`config.mk`:
```
export PLATFORM = sky130hd
export DESIGN_NAME = instr_encoder
export DESIGN_NICKNAME = d
export VERILOG_FILES = /design/src/rtl/rv_enc_pkg.sv /design/src/rtl/instr_pack.sv /design/src/rtl/instr_encoder.sv
export SDC_FILE = /design/constraint.sdc
export NUM_CORES = 1
export LEC_CHECK = 0
export BUFFER_PORTS_ARGS = -buffer_cell sky130_fd_sc_hd__buf_2
export CORE_UTILIZATION = 40
export DETAILED_ROUTE_END_ITERATION = 8
export GPL_ROUTABILITY_DRIVEN = 0
export GPL_TIMING_DRIVEN = 0
export HOLD_SLACK_MARGIN = 0.06
export MAX_ROUTING_LAYER = met4
export PLACE_DENSITY = 0.7
export SLEW_MARGIN = 5
export SYNTH_ARGS = -nofsm -noshare
export SYNTH_HDL_FRONTEND = slang
export SYNTH_HIERARCHICAL = 1
export SYNTH_SLANG_ARGS = --single-unit
```
`constraint.sdc`:
```
create_clock -name clk -period 2.5 [get_ports clk]
set_clock_uncertainty 0.2 [all_clocks]
set_input_delay 0.5 -clock clk [delete_from_list [all_inputs] [get_ports clk]]
set_output_delay 0.5 -clock clk [all_outputs]
set_load 0.02 [all_outputs]
```
`src/rtl/rv_enc_pkg.sv`:
```
// Shared RISC-V encoding constants: opcodes, format select and the canonical NOP.
// Also holds the encoder state enum so top and bench agree on names.
package rv_enc_pkg;

    localparam logic [6:0]  OPC_I     = 7'b0010011;
    localparam logic [6:0]  OPC_S     = 7'b0100011;
    localparam logic [6:0]  OPC_SB    = 7'b1100011;
    localparam logic [31:0] NOP_INSTR = 32'h0000_0013;

    typedef enum logic [1:0] {
        FMT_I    = 2'd0,
        FMT_S    = 2'd1,
        FMT_SB   = 2'd2,
        FMT_RSVD = 2'd3
    } fmt_e;

    typedef enum logic [1:0] {
        ST_EMPTY = 2'd0,
        ST_HOLD  = 2'd1,
        ST_FULL  = 2'd2
    } state_e;

endpackage

```
`src/rtl/instr_pack.sv`:
```
// Combinational I/S/SB field packing plus error flag; zero latency, no flow control.
// Optional INSTR_ENCODER_RANGE_CHECK_EN flags immediates that do not fit in 12 signed bits.
module instr_pack
    import rv_enc_pkg::*;
(
    input  logic [1:0]  fmt_i,
    input  logic [2:0]  funct3_i,
    input  logic [4:0]  rd_i,
    input  logic [4:0]  rs1_i,
    input  logic [4:0]  rs2_i,
    input  logic [31:0] imm_i,
    output logic [31:0] instr_o,
    output logic        err_o
);

    fmt_e fmt;
    assign fmt = fmt_e'(fmt_i);

    // SB immediate is already in halfword units, so bit 0 of the byte offset is implicit.
    always_comb begin
        instr_o = NOP_INSTR;
        case (fmt)
            FMT_I:   instr_o = {imm_i[11:0], rs1_i, funct3_i, rd_i, OPC_I};
            FMT_S:   instr_o = {imm_i[11:5], rs2_i, rs1_i, funct3_i, imm_i[4:0], OPC_S};
            FMT_SB:  instr_o = {imm_i[11], imm_i[9:4], rs2_i, rs1_i, funct3_i,
                                imm_i[3:0], imm_i[10], OPC_SB};
            default: instr_o = NOP_INSTR;
        endcase
    end

`ifdef INSTR_ENCODER_RANGE_CHECK_EN
    logic imm_ovf;
    assign imm_ovf = !((&imm_i[31:11]) || !(|imm_i[31:11]));
    assign err_o   = (fmt == FMT_RSVD) || imm_ovf;
`else
    logic imm_hi_unused;
    assign imm_hi_unused = ^imm_i[31:12];
    assign err_o         = (fmt == FMT_RSVD);
`endif

endmodule

```
`src/rtl/instr_encoder.sv`:
```
// Registered instruction encoder: one output stage, word appears the cycle after accept.
// Holds output under out_ready=0; stops accepting after DEPTH words until rst.
module instr_encoder
    import rv_enc_pkg::*;
#(
    parameter logic [31:0] BASE_ADDR = 32'h0000_0000,
    parameter int          DEPTH     = 256
) (
    input  logic        clk,
    input  logic        rst,
    input  logic        in_valid,
    output logic        in_ready,
    input  logic [1:0]  in_fmt,
    input  logic [2:0]  in_funct3,
    input  logic [4:0]  in_rd,
    input  logic [4:0]  in_rs1,
    input  logic [4:0]  in_rs2,
    input  logic [31:0] in_imm,
    output logic        out_valid,
    input  logic        out_ready,
    output logic [31:0] out_instr,
    output logic [31:0] out_addr,
    output logic        out_err,
    output logic        out_full
);

    localparam int            CW       = $clog2(DEPTH + 1);
    localparam logic [CW-1:0] CNT_LAST = CW'(DEPTH - 1);
    localparam logic [CW-1:0] CNT_MAX  = CW'(DEPTH);

    state_e        state_q;
    logic [CW-1:0] cnt_q, cnt_d;
    logic          out_valid_q, out_err_q, out_full_q;
    logic [31:0]   out_instr_q, out_addr_q;
    logic [31:0]   pack_instr;
    logic          pack_err;
    logic          accept, drain;

    instr_pack u_pack (
        .fmt_i    (in_fmt),
        .funct3_i (in_funct3),
        .rd_i     (in_rd),
        .rs1_i    (in_rs1),
        .rs2_i    (in_rs2),
        .imm_i    (in_imm),
        .instr_o  (pack_instr),
        .err_o    (pack_err)
    );

    assign in_ready = (!out_valid_q || out_ready) && !out_full_q;
    assign accept   = in_valid && in_ready;
    assign drain    = out_valid_q && out_ready;
    assign cnt_d    = (cnt_q == CNT_MAX) ? cnt_q : cnt_q + CW'(1);

    always_ff @(posedge clk) begin
        if (rst) begin
            state_q     <= ST_EMPTY;
            cnt_q       <= '0;
            out_valid_q <= 1'b0;
            out_instr_q <= '0;
            out_addr_q  <= BASE_ADDR;
            out_err_q   <= 1'b0;
            out_full_q  <= 1'b0;
        end else begin
            // A simultaneous drain and accept simply reloads, keeping out_valid high.
            if (accept) begin
                out_valid_q <= 1'b1;
                out_instr_q <= pack_instr;
                out_addr_q  <= BASE_ADDR + (32'(cnt_q) << 2);
                out_err_q   <= pack_err;
                cnt_q       <= cnt_d;
            end else if (drain) begin
                out_valid_q <= 1'b0;
            end

            case (state_q)
                ST_EMPTY: if (accept) state_q <= ST_HOLD;
                ST_HOLD:  if (drain && !accept) state_q <= ST_EMPTY;
                default:  ;
            endcase

            if (accept && cnt_q == CNT_LAST) begin
                state_q    <= ST_FULL;
                out_full_q <= 1'b1;
            end
        end
    end

    assign out_valid = out_valid_q;
    assign out_instr = out_instr_q;
    assign out_addr  = out_addr_q;
    assign out_err   = out_err_q;
    assign out_full  = out_full_q;

endmodule

```
Word level (Yosys, flattened, before mapping). Index checks and enable logic that the tools add are counted.

Register bits after elaboration: 53. Output and inout port bits: 68. Word-level logic and storage cells: 26.

$add $sub $neg: 1. Eq/ne operators: 5. Multiplexer cells: 3. Bitwise operators: 1. Reductions and logical operators: 10.

Operator list (number): one-hot mux 32 bit (3 select lines) (1); adder 9 x 1 -> 9 bit (second input constant) (1); equality test 9 x 8 -> 1 bit (second input constant) (1); equality test 9 bit (second input constant) (1); equality test 2 bit (second input constant) (2); logical AND 1 bit (4); equality test 2 x 1 -> 1 bit (second input constant) (1); logical NOT 1 bit (2); logical NOT 2 bit (1); two-way mux 1 bit (2); AND reduction 2 bit (1); nonzero test 2 bit (1); logical OR 1 bit (1); inverter 1 bit (1).

Logic depth before layout (Yosys ltp).
Depth in word-level cells: 5. Mapped depth: 8. Depth with buffers taken out: 6.

By module. The synthesis kept the hierarchy.

Modules (own cells, without submodules): instr_encoder (times used 1, cells an instance 273, area each 2193.4 um^2, sequential area each 1061.0 um^2); instr_pack (times used 1, cells an instance 76, area each 485.5 um^2, sequential area each 0.0 um^2).

Worst setup path after synthesis. OpenSTA, ideal clock, no wires.

Kind: register -> register. Start point: reg cnt_q[0]. End point: reg cnt_q[6]. Setup time: 0.121 ns. Arrival time: 1.633 ns. Required time: 2.179 ns. Path slack: 0.547 ns. Stages on the path, launching flop included: 7. Period minus slack after synthesis: 1.953 ns. Cells stage by stage: dfxtp_1 -> inv_1 -> ha_1 -> nor4b_1 -> a2111oi_4 -> nand4_1 -> mux2_2.

Word-level cells in the longest chain between the ends: 3.

RTL lines: start, declared (line instr_encoder.sv:32) `logic [CW-1:0] cnt_q, cnt_d;`; start signal, assigned (line instr_encoder.sv:71) `cnt_q <= cnt_d;`; branches (longest 3 deep; another with adder 9 x 1 -> 9 bit).

Several ways; the timed one is not identified. A chain may end at the register's enable or synchronous reset.

Worst setup path after layout. Ends and elaborated chain as after synthesis.

==> summary.md <==
| Metric | Value |
|---|---|
| Met2 usage | 0.316 |
| GR Layer Usage met3 | 0.0475 |
| Worst path max stage delay | 0.57 ns |
| Worst path cell trace | inv_1, ha_1, nor4b_1, a2111oi_4, nand4_1, mux2_2 |
| CTS resizes | 0 |
| Met1 Use GR | 0.260 |
| Starting Density | 0.417 |
| Total clock buffers created by CTS | 5 |
| Top cells by area, synth | dfxtp_1 40%, nand2_1 13%, a21oi_1 11% |
| Fmax | 454 MHz |
| CTS max path bufs | 2 |
| Final instance area | 0.00336 sq mm |
| RSZ-0062 raised after global routing | false |
| Critical Path Sink Type | flip-flop |
| Final Hold Viols | 0 |
| Vias | 2559 |
| DP Cell Count | 529 |
| Overall routing resource usage | 0.202 |
| # port buffers | 79 |
| Critical path class | reg -> reg |
| Failing checks | DRC |
| Max-Cap Viols | 0 |
| Buffers plus inverters on the worst setup path | 1 |
| Post-synth EDFFs | 0 |
| Non-filler cells, final | 536 |
| Global-route wire length before repair | 11.0 mm |
| CP max FO | 7 |
| Nets | 523 |
| Worst Path Required | 2.50 ns |
| Final worst-path cycle share | 0.881 |
| Synthesized area | 0.00268 sq mm |
| Root buffer cell | clkbuf_8 |
| Post-synth top area share | 0.396 |
| Sequential area share after synthesis | 0.396 |
| Setup TNS | 0 ns |
| Pre-Repair DR Iteration Count | 7 |
| Leak | 1.55 nW |
| Outcome | finished with violations |
| Vias per inst | 4.77 |
| DP Area | 0.00326 sq mm |
| Commonest cells after routing, fill and taps aside | 96 x nand2_1, 84 x buf_2, 57 x a21oi_1 |
| Synth Instances | 349 |
| Clk_lat worst skew | 0.30 ns |
| CP Launch Type | flip-flop |
| Top_reg_cell synth | dfxtp_1 |
| Top Usage Layer GRT | met2 |
| Setup Fix Bufs, Post-CTS | 0 |
| Minimum clock period | 2.20 ns |
| Asr flop ratio synth | 0 |
| Pins Over Slew Limit | 0 |
| Rel. slew slack | 0.562 |
| Depth of the CTS H-tree | 2 |
| Chip Width | 83.8 um |
| Power Dens Cells | 548 mW/mm^2 |
| Seq cells post-synth | 53 |
| VDD IR max | 0.000315 V |
| Yosys cell types | 37 |
| Worst min-delay path class | reg -> reg |
| N_diodes | 0 |
| Syn-to-layout area delta | 25.6% |
| Placement Rows | 29 |
| Final hold slack | 0.255 ns |
| Syn avg cell area | 7.68 sq um |
| Gr ovfl total | 0 |
| Yosys warns | 6 |
| Cell family with most CP delay | compound AO/OA/AOI/OAI gates |
| CTS clk-pin slew, worst paths | 0.09 ns |
| Slew @ Worst Pin | 0.653 ns |
| Post-DR wirelength/cell | 12.2 um |
| IO Pins | 124 |
| Initial DRC Count | 124 |
| CTS tree | built |
| Chip height | 83.8 um |
| Largest net degree at the start of global routing | 16 |
| Final WL | 6.55 mm |
| Vias in the first global route | 2307 |
| Routed Antenna Nets | 0 |
| Clk sinks | 53 |
| CTS Hold Bufs | 0 |
| Arr. time, crit path | 2.20 ns |
| Slowest stage cell, crit path | a2111oi_4 |
| Final setup viols | 0 |
| Post-DP HPWL | 4.91 mm |
| DIE AREA | 0.00703 sq mm |
| DR DRC count | 16 |
| Commonest non-fill, non-tap cell in the layout | nand2_1 |
| Share of layout cells above drive strength 1 | 0.288 |
| Core area | 0.00642 sq mm |
| Initial antenna violation count | 0 |
| Yosys top cell by area | dfxtp_1 |
## final timing paths
kind | slack, ns | from | endpoint | depth (start not counted)
setup / recovery | 0.30 | cnt_q[0] | cnt_q[6] | 6
setup reg to reg | 0.30 | cnt_q[0] | cnt_q[6] | 6
hold / removal | 0.26 | out_addr[3] | out_addr[3] | 2
hold reg to reg | 0.26 | out_addr[3] | out_addr[3] | 2
## state kept, by name (all words and copies together) (netlist names)
| register | count |
|---|---|
| out_instr | 32 |
| out_err | 1 |
| out_valid | 1 |
| out_addr | 9 |
| out_full | 1 |
| cnt_q | 9 |
## cell usage after synthesis (2+ instances only)
master / number
o21ai_0: 11
nand2_1: 96
nor3b_1: 9
a21oi_1: 57
conb_1: 3
clkbuf_1: 14
a222oi_1: 5
xnor2_1: 3
buf_4: 31
dfxtp_1: 53
nand4_1: 2
buf_6: 2
nor4_1: 2
nor4b_1: 2
nand3_1: 3
buf_2: 5
ha_1: 8
inv_1: 7
nor2_1: 18
## worst reg2reg max path, delay by kind of cell (launching register included)
kind / cells / cell delay, ns
fa+ha+maj: 1 / 0.19
mux: 1 / 0.29
simple gates: 2 / 0.35
buf+inv: 1 / 0.07
compound gates: 1 / 0.57
flops: 1 / 0.43
## through the flow
stage	total power [mW]	util	worst slack (ns)
after floorplan	1.18	-	0.547
after global placement	1.28	0.508	0.319
after detailed placement	1.29	0.508	0.218
after CTS	1.85	0.524	0.335
after global routing	1.94	0.524	0.201
final	1.84	0.524	0.298
## cells by family after synthesis
kind of cell,after synthesis,share of synthesized area
xor gates and xnor gates,3,0.00981
buffers and inverters,62,0.143
adders and majority gates,8,0.0374
other,3,0.00420
muxes,2,0.00794
DFF,53,0.396
and+or+nand+nor,140,0.234
AOI/OAI and AO/OA,78,0.168
## final cells by class
| cell class | instances | area, sq um |
|---|---|---|
| inverter | 7 | 26.3 |
| clock buffer | 5 | 68.8 |
| timing repair buffer | 79 | 395 |
| sequential | 53 | 1060 |
| buffer | 55 | 357 |
| tap | 77 | 96.3 |
| fill | 625 | 3060 |
| clock inverter | 2 | 35.0 |
| multi-input combinational | 258 | 1330 |
## layer usage
layer / vias to the layer above / share of wire
met3: 10 / 0.071
li1: 1314 / -
met2: 99 / 0.46
met5: - / 0
met4: 0 / 0.016
met1: 1136 / 0.45
## power breakdown
group | total, mW | internal [mW] | switching (mW)
logic | 0.371 | 0.143 | 0.228
registers | 0.901 | 0.879 | 0.0218
clock network | 0.570 | 0.292 | 0.279
Power figures use the tool's default switching activity.
